==> src/rtl/sram_pkg.sv <==
// sram_pkg
// Shared constants for the SRAM arbiter slice: controller opcodes, the
// arbiter FSM state encoding and default bus widths.
// No ports (package only).
package sram_pkg;

  localparam int DEF_ADDR_W = 18;
  localparam int DEF_DATA_W = 16;

  // Opcodes understood by the SRAM controller.
  localparam logic [3:0] OP_IDLE  = 4'd0;
  localparam logic [3:0] OP_READ  = 4'd10;
  localparam logic [3:0] OP_WRITE = 4'd11;

  // Arbiter FSM states.
  localparam logic [1:0] ST_IDLE = 2'd0;
  localparam logic [1:0] ST_BUSY = 2'd1;
  localparam logic [1:0] ST_DONE = 2'd2;

endpackage

==> src/rtl/rr_arb2.sv <==
// rr_arb2
// Combinational two-way round-robin pick.
// Ports:
//   req0, req1   : request levels from the two ports
//   last_grant   : id of the port that won the previous arbitration
//   grant_valid  : at least one request is present
//   grant_id     : id of the winning port (only meaningful with grant_valid)
module rr_arb2 (
  input  logic req0,
  input  logic req1,
  input  logic last_grant,
  output logic grant_valid,
  output logic grant_id
);

  // A lone requester always wins; on contention the port that did not
  // win last time gets the grant.
  always_comb begin
    grant_valid = req0 | req1;
    if (req0 && req1) begin
      grant_id = ~last_grant;
    end else begin
      grant_id = req1;
    end
  end

endmodule

==> src/rtl/sram_arbiter.sv <==
// sram_arbiter
// Shares one SRAM controller between port 0 (pipeline MEM stage) and
// port 1 (program loader / debug master). The winner's address, data and
// direction are latched, the controller opcode is held for ACCESS_CYCLES
// cycles, read data is captured on the last cycle of the window and a
// one-cycle ack is returned to the owner.
// Ports:
//   clk, rst                       : clock, synchronous active-high reset
//   reqN, weN, addrN, wdataN       : port N request (level), direction, address, write data
//   ackN                           : port N access complete, one-cycle pulse
//   rdataN                         : port N last read data, registered
//   stallN                         : reqN & ~ackN, freezes the requester
//   mem_opcode, mem_addr, mem_wdata: controller command and latched operands
//   mem_rdata                      : read data from the controller
module sram_arbiter
  import sram_pkg::*;
#(
  parameter int ADDR_W        = DEF_ADDR_W,
  parameter int DATA_W        = DEF_DATA_W,
  parameter int ACCESS_CYCLES = 5
) (
  input  logic              clk,
  input  logic              rst,
  input  logic              req0,
  input  logic              we0,
  input  logic [ADDR_W-1:0] addr0,
  input  logic [DATA_W-1:0] wdata0,
  output logic              ack0,
  output logic [DATA_W-1:0] rdata0,
  output logic              stall0,
  input  logic              req1,
  input  logic              we1,
  input  logic [ADDR_W-1:0] addr1,
  input  logic [DATA_W-1:0] wdata1,
  output logic              ack1,
  output logic [DATA_W-1:0] rdata1,
  output logic              stall1,
  output logic [3:0]        mem_opcode,
  output logic [ADDR_W-1:0] mem_addr,
  output logic [DATA_W-1:0] mem_wdata,
  input  logic [DATA_W-1:0] mem_rdata
);

  localparam logic [3:0] LAST_CNT = 4'(ACCESS_CYCLES - 1);

  logic [1:0]        state_q, state_d;
  logic [3:0]        cnt_q, cnt_d;
  logic              owner_q, owner_d;
  logic              last_grant_q, last_grant_d;
  logic              we_q, we_d;
  logic [ADDR_W-1:0] addr_q, addr_d;
  logic [DATA_W-1:0] wdata_q, wdata_d;
  logic [DATA_W-1:0] rdata0_q, rdata0_d;
  logic [DATA_W-1:0] rdata1_q, rdata1_d;
  logic              grant_valid;
  logic              grant_id;

  rr_arb2 u_rr_arb2 (
    .req0        (req0),
    .req1        (req1),
    .last_grant  (last_grant_q),
    .grant_valid (grant_valid),
    .grant_id    (grant_id)
  );

  always_comb begin
    state_d      = state_q;
    cnt_d        = cnt_q;
    owner_d      = owner_q;
    last_grant_d = last_grant_q;
    we_d         = we_q;
    addr_d       = addr_q;
    wdata_d      = wdata_q;
    rdata0_d     = rdata0_q;
    rdata1_d     = rdata1_q;
    case (state_q)
      ST_IDLE: begin
        if (grant_valid) begin
          owner_d      = grant_id;
          last_grant_d = grant_id;
          we_d         = grant_id ? we1 : we0;
          addr_d       = grant_id ? addr1 : addr0;
          wdata_d      = grant_id ? wdata1 : wdata0;
          cnt_d        = 4'd0;
          state_d      = ST_BUSY;
        end
      end
      ST_BUSY: begin
        cnt_d = cnt_q + 4'd1;
        // The controller's read data is valid on the last cycle of the
        // window, so that is where it is captured for the owner.
        if (cnt_q == LAST_CNT) begin
          state_d = ST_DONE;
          if (!we_q) begin
            if (owner_q) begin
              rdata1_d = mem_rdata;
            end else begin
              rdata0_d = mem_rdata;
            end
          end
        end
      end
      ST_DONE: begin
        // Requests are deliberately not looked at here; re-arbitration
        // happens in the following IDLE cycle.
        state_d = ST_IDLE;
      end
      default: begin
        state_d = ST_IDLE;
      end
    endcase
  end

  // Reset mid-access simply drops the access: no ack, rdata back to 0.
  always_ff @(posedge clk) begin
    if (rst) begin
      state_q      <= ST_IDLE;
      cnt_q        <= 4'd0;
      owner_q      <= 1'b0;
      last_grant_q <= 1'b1;
      we_q         <= 1'b0;
      addr_q       <= '0;
      wdata_q      <= '0;
      rdata0_q     <= '0;
      rdata1_q     <= '0;
    end else begin
      state_q      <= state_d;
      cnt_q        <= cnt_d;
      owner_q      <= owner_d;
      last_grant_q <= last_grant_d;
      we_q         <= we_d;
      addr_q       <= addr_d;
      wdata_q      <= wdata_d;
      rdata0_q     <= rdata0_d;
      rdata1_q     <= rdata1_d;
    end
  end

  // Outputs decode only registered state, so ack and opcode are glitch-free.
  assign mem_opcode = (state_q == ST_BUSY) ? (we_q ? OP_WRITE : OP_READ) : OP_IDLE;
  assign mem_addr   = addr_q;
  assign mem_wdata  = wdata_q;
  assign ack0       = (state_q == ST_DONE) && !owner_q;
  assign ack1       = (state_q == ST_DONE) && owner_q;
  assign rdata0     = rdata0_q;
  assign rdata1     = rdata1_q;
  assign stall0     = req0 & ~ack0;
  assign stall1     = req1 & ~ack1;

endmodule
==> config.mk <==
export PLATFORM = sky130hd
export DESIGN_NAME = sram_arbiter
export DESIGN_NICKNAME = d
export VERILOG_FILES = /design/src/rtl/sram_pkg.sv /design/src/rtl/rr_arb2.sv /design/src/rtl/sram_arbiter.sv
export SDC_FILE = /design/constraint.sdc
export NUM_CORES = 1
export LEC_CHECK = 0
export CORE_MARGIN = 2
export CORE_UTILIZATION = 44
export DETAILED_ROUTE_END_ITERATION = 10
export MAX_ROUTING_LAYER = met4
export PLACE_DENSITY = 0.86
export SETUP_SLACK_MARGIN = 0.4
export SYNTH_ARGS = -nofsm -noshare
export SYNTH_HDL_FRONTEND = slang
export SYNTH_SLANG_ARGS = --single-unit
==> constraint.sdc <==
create_clock -name clk -period 3.7 [get_ports clk]
set_input_delay 1.11 -clock clk [delete_from_list [all_inputs] [get_ports clk]]
set_output_delay 1.11 -clock clk [all_outputs]
set_load 0.01 [all_outputs]
After elaboration in Yosys (flattened, before gate mapping) --
Index checks and enable logic that the tools add are counted.
Storage, ports and cells: register bits after elaboration 75, output and inout port bits 74, word-level logic and storage cells 45
Cells by class: $add $sub $neg 1, equality and inequality tests 5, multiplexer cells 11, bitwise gates (word level) 8, reduce and logical (&&, ||, !) cells 11
Operators with widths (count):
- $mux W18 | 1
- $mux W16 | 1
- $mux W4 | 2
- $pmux W4 S2 | 1
- $reduce_and A4 Y1 | 2
- $reduce_and A2 Y1 | 3
- $not A1 Y1 | 5
- $add A4 B1 Y4 const B | 1
- $eq A4 B3 Y1 const B | 1
- $mux W2 | 2
- $ne A2 B2 Y1 const B | 2
- $pmux W2 S2 | 1
- $logic_and A1 B1 Y1 | 3
- $mux W1 | 3
- $and A1 B1 Y1 | 2
- $eq A2 B1 Y1 const B | 1
- $eq A2 B2 Y1 const B | 1
- $logic_not A2 Y1 | 1
- $reduce_bool A2 Y1 | 1
- $logic_not A1 Y1 | 1
- $or A1 B1 Y1 | 1

Logic depth before layout (Yosys ltp) --
Gate-level depths: netlist of run 1.
depth in word-level cells 4, gate-level depth with buffers 6, gate-level depth less buffers 5

Cells and area by module --
From an unflattened synthesis of run 1, not the netlist that was laid out.
Second synthesis, totals: cell total of the unflattened synthesis 332, area, all modules 3308.2 um2
By module, submodules not included:
- sram_arbiter | times used 1, cells each 330, area each 3294.4 um2, seq. area each 1501.4 um2
- rr_arb2 | times used 1, cells each 2, area each 13.8 um2, seq. area each 0.0 um2

Least setup slack after synthesis of run 1 --
OpenSTA, ideal clock, no wires.
path type input-to-output, start input port req0, end output port stall0, data arrival time 1307 ps, data required time 2590 ps, path slack 1283 ps, stages on the path 1, cell sequence nor2b_1
On the way: word-level cells in the longest chain between the ends 1
RTL lines:
- from (decl) | line sram_arbiter.sv:24 | input logic req0,
- $and A1 B1 Y1 | line sram_arbiter.sv:147 | assign stall0 = req0 & ~ack0;
- to (decl) | line sram_arbiter.sv:30 | output logic stall0,
No other way between the ends.

Final worst setup path of run 1 --
start input port req1, end output port stall1
On the way: word-level cells in the longest chain between the ends 1
RTL lines:
- from (decl) | line sram_arbiter.sv:31 | input logic req1,
- $and A1 B1 Y1 | line sram_arbiter.sv:148 | assign stall1 = req1 & ~ack1;
- to (decl) | line sram_arbiter.sv:37 | output logic stall1,
No other way between the ends.

==> flow_summary.json, run 1 <==
{
  "grt_max_degree": 68,
  "viasPerCell": 5.28,
  "wirelength_mm": 9.35,
  "hold_depth": 2,
  "coreArea_um2": 7290,
  "cp_data_required_time_ns": 2.59,
  "yosys.area.top_type": "dfxtp_1",
  "cts_tree": "built",
  "grt.overflow.total": 0,
  "path_clk_slew_ns": 0.07,
  "final_cell_mix": "clkdlybuf4s50_1, dfxtp_1, nand2_1, nand2b_1, a21oi_1",
  "end_kind": "output port",
  "drtIter0Drc": 125,
  "cap_violations": 0,
  "critPathLaunchType": "input port",
  "synth_seq_area_share_pct": 45.2,
  "yosysWarningCount": 0,
  "setup_slack_ns": 0.509,
  "worstPathMaxFanout": 6,
  "synth-seq-cells": 75,
  "netlist_top_cells_area": "dfxtp_1, mux2i_1, nand2b_1, a311oi_1, nand2_1",
  "clock_latency_ns": 0.33,
  "outcome": "complete, no violations",
  "hpwl_mm": 6.65,
  "antenna_found_initial": 0,
  "track_usage_pct": 23.3,
  "setup_viol": 0,
  "synth.distinct_cells": 31,
  "rows": 31,
  "setup_tns_ns": 0,
  "area_growth_pct": 54.6,
  "relSlewSlack_pct": 35.6,
  "place_area_um2": 4980,
  "synth_cells": 377,
  "post_drt_wl_per_cell_um": 14.9,
  "finalPower_mw": 1.80,
  "cts_sinks": 75,
  "hold_viol": 0,
  "synth_top_cell_area_share_pct": 45.2,
  "clockBufferDepth": 2,
  "p_per_area_nw_per_um2": 350,
  "vias": 3308,
  "drtPass1Iterations": 4,
  "hold_path_class": "register to register",
  "final_antenna_net_count": 0,
  "syn_nets": 469,
  "nets": 615,
  "grt_pass1_wl_mm": 15.3,
  "layout_min_cycle_time_ns": 3.19,
  "port_buffers": 162,
  "syn_area_um2": 3320,
  "slew_viol_final": 0,
  "rsz0062_at_grt": "false",
  "grt_pass1_vias": 3212,
  "dieArea_um2": 8260,
  "final_common_cell": "clkdlybuf4s50_1",
  "fmax_mhz": 313,
  "r2r_cells": 5,
  "postCtsSetupRepairBufs": 0,
  "worst_slew_pin_slew_ns": 0.966,
  "gp_congestion": 0.810,
  "crit_type": "input port to output port",
  "arrival_ns": 2.08,
  "io_pins": 164,
  "drive_gt1_share_pct": 5.31,
  "static-leakage-power_nw": 1.95,
  "dp.cells": 611,
  "cts-root-buf": "clkbuf_8",
  "die_w_um": 90.9,
  "drc": 0,
  "dp_slack_ns": 0.239,
  "syn_area_per_cell_um2": 8.81,
  "vdd_drop_max_uv": 202,
  "fin_skew_ns": 0.00663,
  "ctsHtreeMaxLevel": 3,
  "antenna_cells": 0,
  "cts_inserted_buffers": 9,
  "final_area_um2": 5130,
  "fin_crit_sh_pct": 86.2,
  "die_h_um": 90.9,
  "start_util_pct": 45.5,
  "ctsHoldBuffers": 0,
  "finalNonFillerCells": 626
}
-- cell usage after synthesis (all sizes together) --
cell	number
dfxtp	75
nand2	72
nand2b	50
a21oi	38
a311oi	35
mux2i	32
clkbuf	26
buf	8
nor2	5
inv	4
o21ai	4
nand3b	3
nor3	3
or4	3
ha	2
nand3	2
nor2b	2
nor3b	2
nor4	2
or2	2
a21bo	1
a21boi	1
a22oi	1
and2	1
conb	1
o31ai	1
xor2	1
-- layer usage --
layer,GRT usage [%],vias to the layer above,share of wire (%)
li1,-,1604,-
met1,29.2,1540,44
met2,37.4,153,48
met3,5.51,11,6.7
met4,7.07,0,1.4
met5,-,-,0
-- critical path, cell delays in order --
cell	delay (ns)
dlygate4sd2_1	0.28
nor2b_1	0.15
clkdlybuf4s50_1	0.54
-- per-stage QoR --
stage	hold slack, ns	util [%]
floorplan	0.452	-
global placement	0.459	68.3
detailed placement	0.461	68.3
CTS	0.475	70.4
global route	0.498	70.4
finish	0.473	70.4
-- worst paths after layout --
| path | startpoint | to | slack, ns |
|---|---|---|---|
| max | req1 | stall1 | 0.51 |
| max reg2reg | cnt_q[0] | rdata1[7] | 1.75 |
| min | rdata0[5] | rdata0[5] | 0.47 |
| min reg2reg | rdata0[5] | rdata0[5] | 0.47 |
-- where the power goes --
part	total [mW]	internal, mW	switching, mW
Clock	0.533	0.256	0.277
Combinational	0.383	0.215	0.168
Sequential	0.880	0.852	0.0278
Total	1.80	1.32	0.474
-- cell families (layout without fill, tap and decap cells) --
family,Yosys count,in the layout,share of synthesized area [%]
AOI/OAI and AO/OA,81,81,16.7
xor gates and xnor gates,1,1,0.264
adders and majority gates,2,2,0.753
buffers and inverters,38,188,4.82
DFF,75,75,45.2
muxes,32,32,9.65
other,1,1,0.113
and+or+nand+nor,147,147,22.5
-- layout make-up --
cell class	count	area, um^2
clock inverter	3	15.0
fill	573	2160
tap	99	124
timing repair buffer	169	1670
clock buffer	12	145
multi-input combinational	264	1670
inverter	4	15.0
sequential	75	1500
-- timing repair --
action / CTS / global route
resized for setup: 2 / 0
endpoints found under the hold margin: 0 / 0
setup endpoints to repair: 2 / 0
-- registers in the layout, summed over array words and instances (netlist names) --
| name | flops |
|---|---|
| we_q | 1 |
| mem_wdata | 16 |
| owner_q | 1 |
| cnt_q | 4 |
| state_q | 2 |
| mem_addr | 18 |
| rdata1 | 16 |
| last_grant_q | 1 |
| rdata0 | 16 |
Note: power is estimated with default switching activity, not from simulation.
==> run 2: changes to the inputs <==
--- a/config.mk
+++ b/config.mk
@@ -8,6 +8,7 @@
 export CORE_MARGIN = 2
 export CORE_UTILIZATION = 44
 export DETAILED_ROUTE_END_ITERATION = 10
+export GPL_TIMING_DRIVEN = 0
 export MAX_ROUTING_LAYER = met4
 export PLACE_DENSITY = 0.86
 export SETUP_SLACK_MARGIN = 0.4
==> flow_summary.json, run 2 (synthesized netlist as in run 1, its figures left out) <==
{
  "holdCritStartpoint": "rdata0[14]",
  "path_clk_slew_ns": 0.07,
  "drtIter0Drc": 114,
  "vias": 3360,
  "final_area_um2": 5240,
  "p_int_mw": 1.39,
  "ff2ff_setup_slack_ns": 1.83,
  "end_kind": "output port",
  "grt.overflow.total": 0,
  "setup_tns_ns": 0,
  "start_util_pct": 45.5,
  "final_cell_mix": "clkdlybuf4s50_1, dfxtp_1, nand2_1, nand2b_1, a21oi_1",
  "port_buffers": 161,
  "min_to": "rdata0[14]",
  "setup_slack_ns": 0.491,
  "cts-root-buf": "clkbuf_8",
  "gp_congestion": 0.885,
  "dieArea_um2": 8260,
  "fin_crit_sh_pct": 86.7,
  "wirelength_mm": 10.1,
  "relSlewSlack_pct": 53.8,
  "switching_power_mw": 0.482,
  "cts_inserted_buffers": 9,
  "clock_latency_ns": 0.34,
  "antenna_cells": 0,
  "rows": 31,
  "cp_data_required_time_ns": 2.59,
  "cap_violations": 0,
  "hpwl_mm": 7.73,
  "fin_skew_ns": 0.00536,
  "vdd_drop_max_uv": 230,
  "nets": 641,
  "postCtsSetupRepairBufs": 0,
  "hold_depth": 2,
  "power.share.clock_pct": 31.7,
  "rsz0062_at_grt": "false",
  "arrival_ns": 2.10,
  "r2r_cells": 4,
  "grt_pass1_vias": 3449,
  "drive_gt1_share_pct": 5.05,
  "layout_min_cycle_time_ns": 3.21,
  "viasPerCell": 5.15,
  "place_area_um2": 5060,
  "combPwrFrac_pct": 21.2,
  "ctsHtreeMaxLevel": 3,
  "track_usage_pct": 25.7,
  "io_pins": 164,
  "outcome": "complete, no violations",
  "cts_tree": "built",
  "dp.cells": 637,
  "worst_slew_pin_slew_ns": 0.691,
  "p_per_area_nw_per_um2": 357,
  "slew_viol_final": 0,
  "drc": 0,
  "dp_slack_ns": 0.192,
  "grt_pass1_wl_mm": 16.7,
  "hold_viol": 0,
  "worstReg2RegStart": "state_q[1]",
  "fin_worst_hold_slack_ns": 0.478,
  "crit_type": "input port to output port",
  "clockBufferDepth": 2,
  "static-leakage-power_nw": 1.99,
  "coreArea_um2": 7290,
  "nFillCells": 568,
  "hold_path_class": "register to register",
  "die_h_um": 90.9,
  "post_drt_wl_per_cell_um": 15.5,
  "largest_reg_flops": 18,
  "cts_sinks": 75,
  "finalNonFillerCells": 653,
  "swShare_pct": 25.8,
  "final_common_cell": "clkdlybuf4s50_1",
  "fmax_mhz": 312,
  "pwr-share-seq_pct": 47.1,
  "setup_viol": 0,
  "drtPass1Iterations": 4,
  "critPathLaunchType": "input port",
  "reg2reg_to": "mem_addr[2]",
  "area_growth_pct": 57.8,
  "antenna_found_initial": 0,
  "grt_max_degree": 12,
  "die_w_um": 90.9,
  "worstPathMaxFanout": 6,
  "final_antenna_net_count": 0
}
## run 2: cell count changes in the layout (fill, tap and decap cells not counted), moves of 2 or more
cell | before | now
buf_2 | 1 | 5
buf_4 | 7 | 3
clkbuf_1 | 2 | 28
clkbuf_8 | 10 | 13
clkinv_2 | 3 | 1
## run 2: timing repair
action | CTS | global route
setup endpoints to repair | 2 | 1
pin swaps | 0 | 0
hold buffers | 0 | 0
cloned | 0 | 0
resized for setup | 2 | 2
## run 2: worst max-delay path by stage
stage	from	to	slack, ns	cells after the start
2_1_floorplan	req0	stall0	1.28	1
3_3_place_gp	req0	stall0	0.20	3
3_5_place_dp	req0	stall0	0.19	3
4_1_cts	req0	stall0	0.46	3
5_1_grt	req1	stall1	0.44	3
6_report	req1	stall1	0.49	3
## run 2: final cells by class
cell class	count	area, um^2	area share [%]
Sequential cell	75	1500	28.6
Timing Repair Buffer	161	1610	30.6
Clock buffer	15	186	3.56
Inverter	4	15.0	0.286
Multi-Input combinational cell	264	1660	31.7
Buffer	34	145	2.77
Clock inverter	1	5.00	0.0955
Tap cell	99	124	2.36
## run 2: stage by stage
step	power, mW	util [%]
finish	1.87	71.9
global route	1.95	71.9
CTS	1.88	71.9
detailed placement	1.29	69.3
global placement	1.28	69.3
floorplan	1.06	-
## run 2: metal layers
layer,up-vias,global-route usage (%),wire (um)
li1,1657,-,-
met1,1540,30.1,4110
met2,155,43.1,5000
met3,8,6.59,924
met4,0,8.71,99
met5,-,-,0
## run 2: critical path, cell delays in order
cell and delay, ns:
dlygate4sd2_1 0.30, nor2b_1 0.15, clkdlybuf4s50_1 0.54
## run 2: power groups by stage
stage | combinational (mW) | clock (mW) | sequential, mW
3_3_place_gp | 0.388 | 0 | 0.895
4_1_cts | 0.398 | 0.603 | 0.880
5_1_grt | 0.432 | 0.636 | 0.886
3_5_place_dp | 0.396 | 0 | 0.898
6_report | 0.396 | 0.593 | 0.881
2_1_floorplan | 0.152 | 0 | 0.912
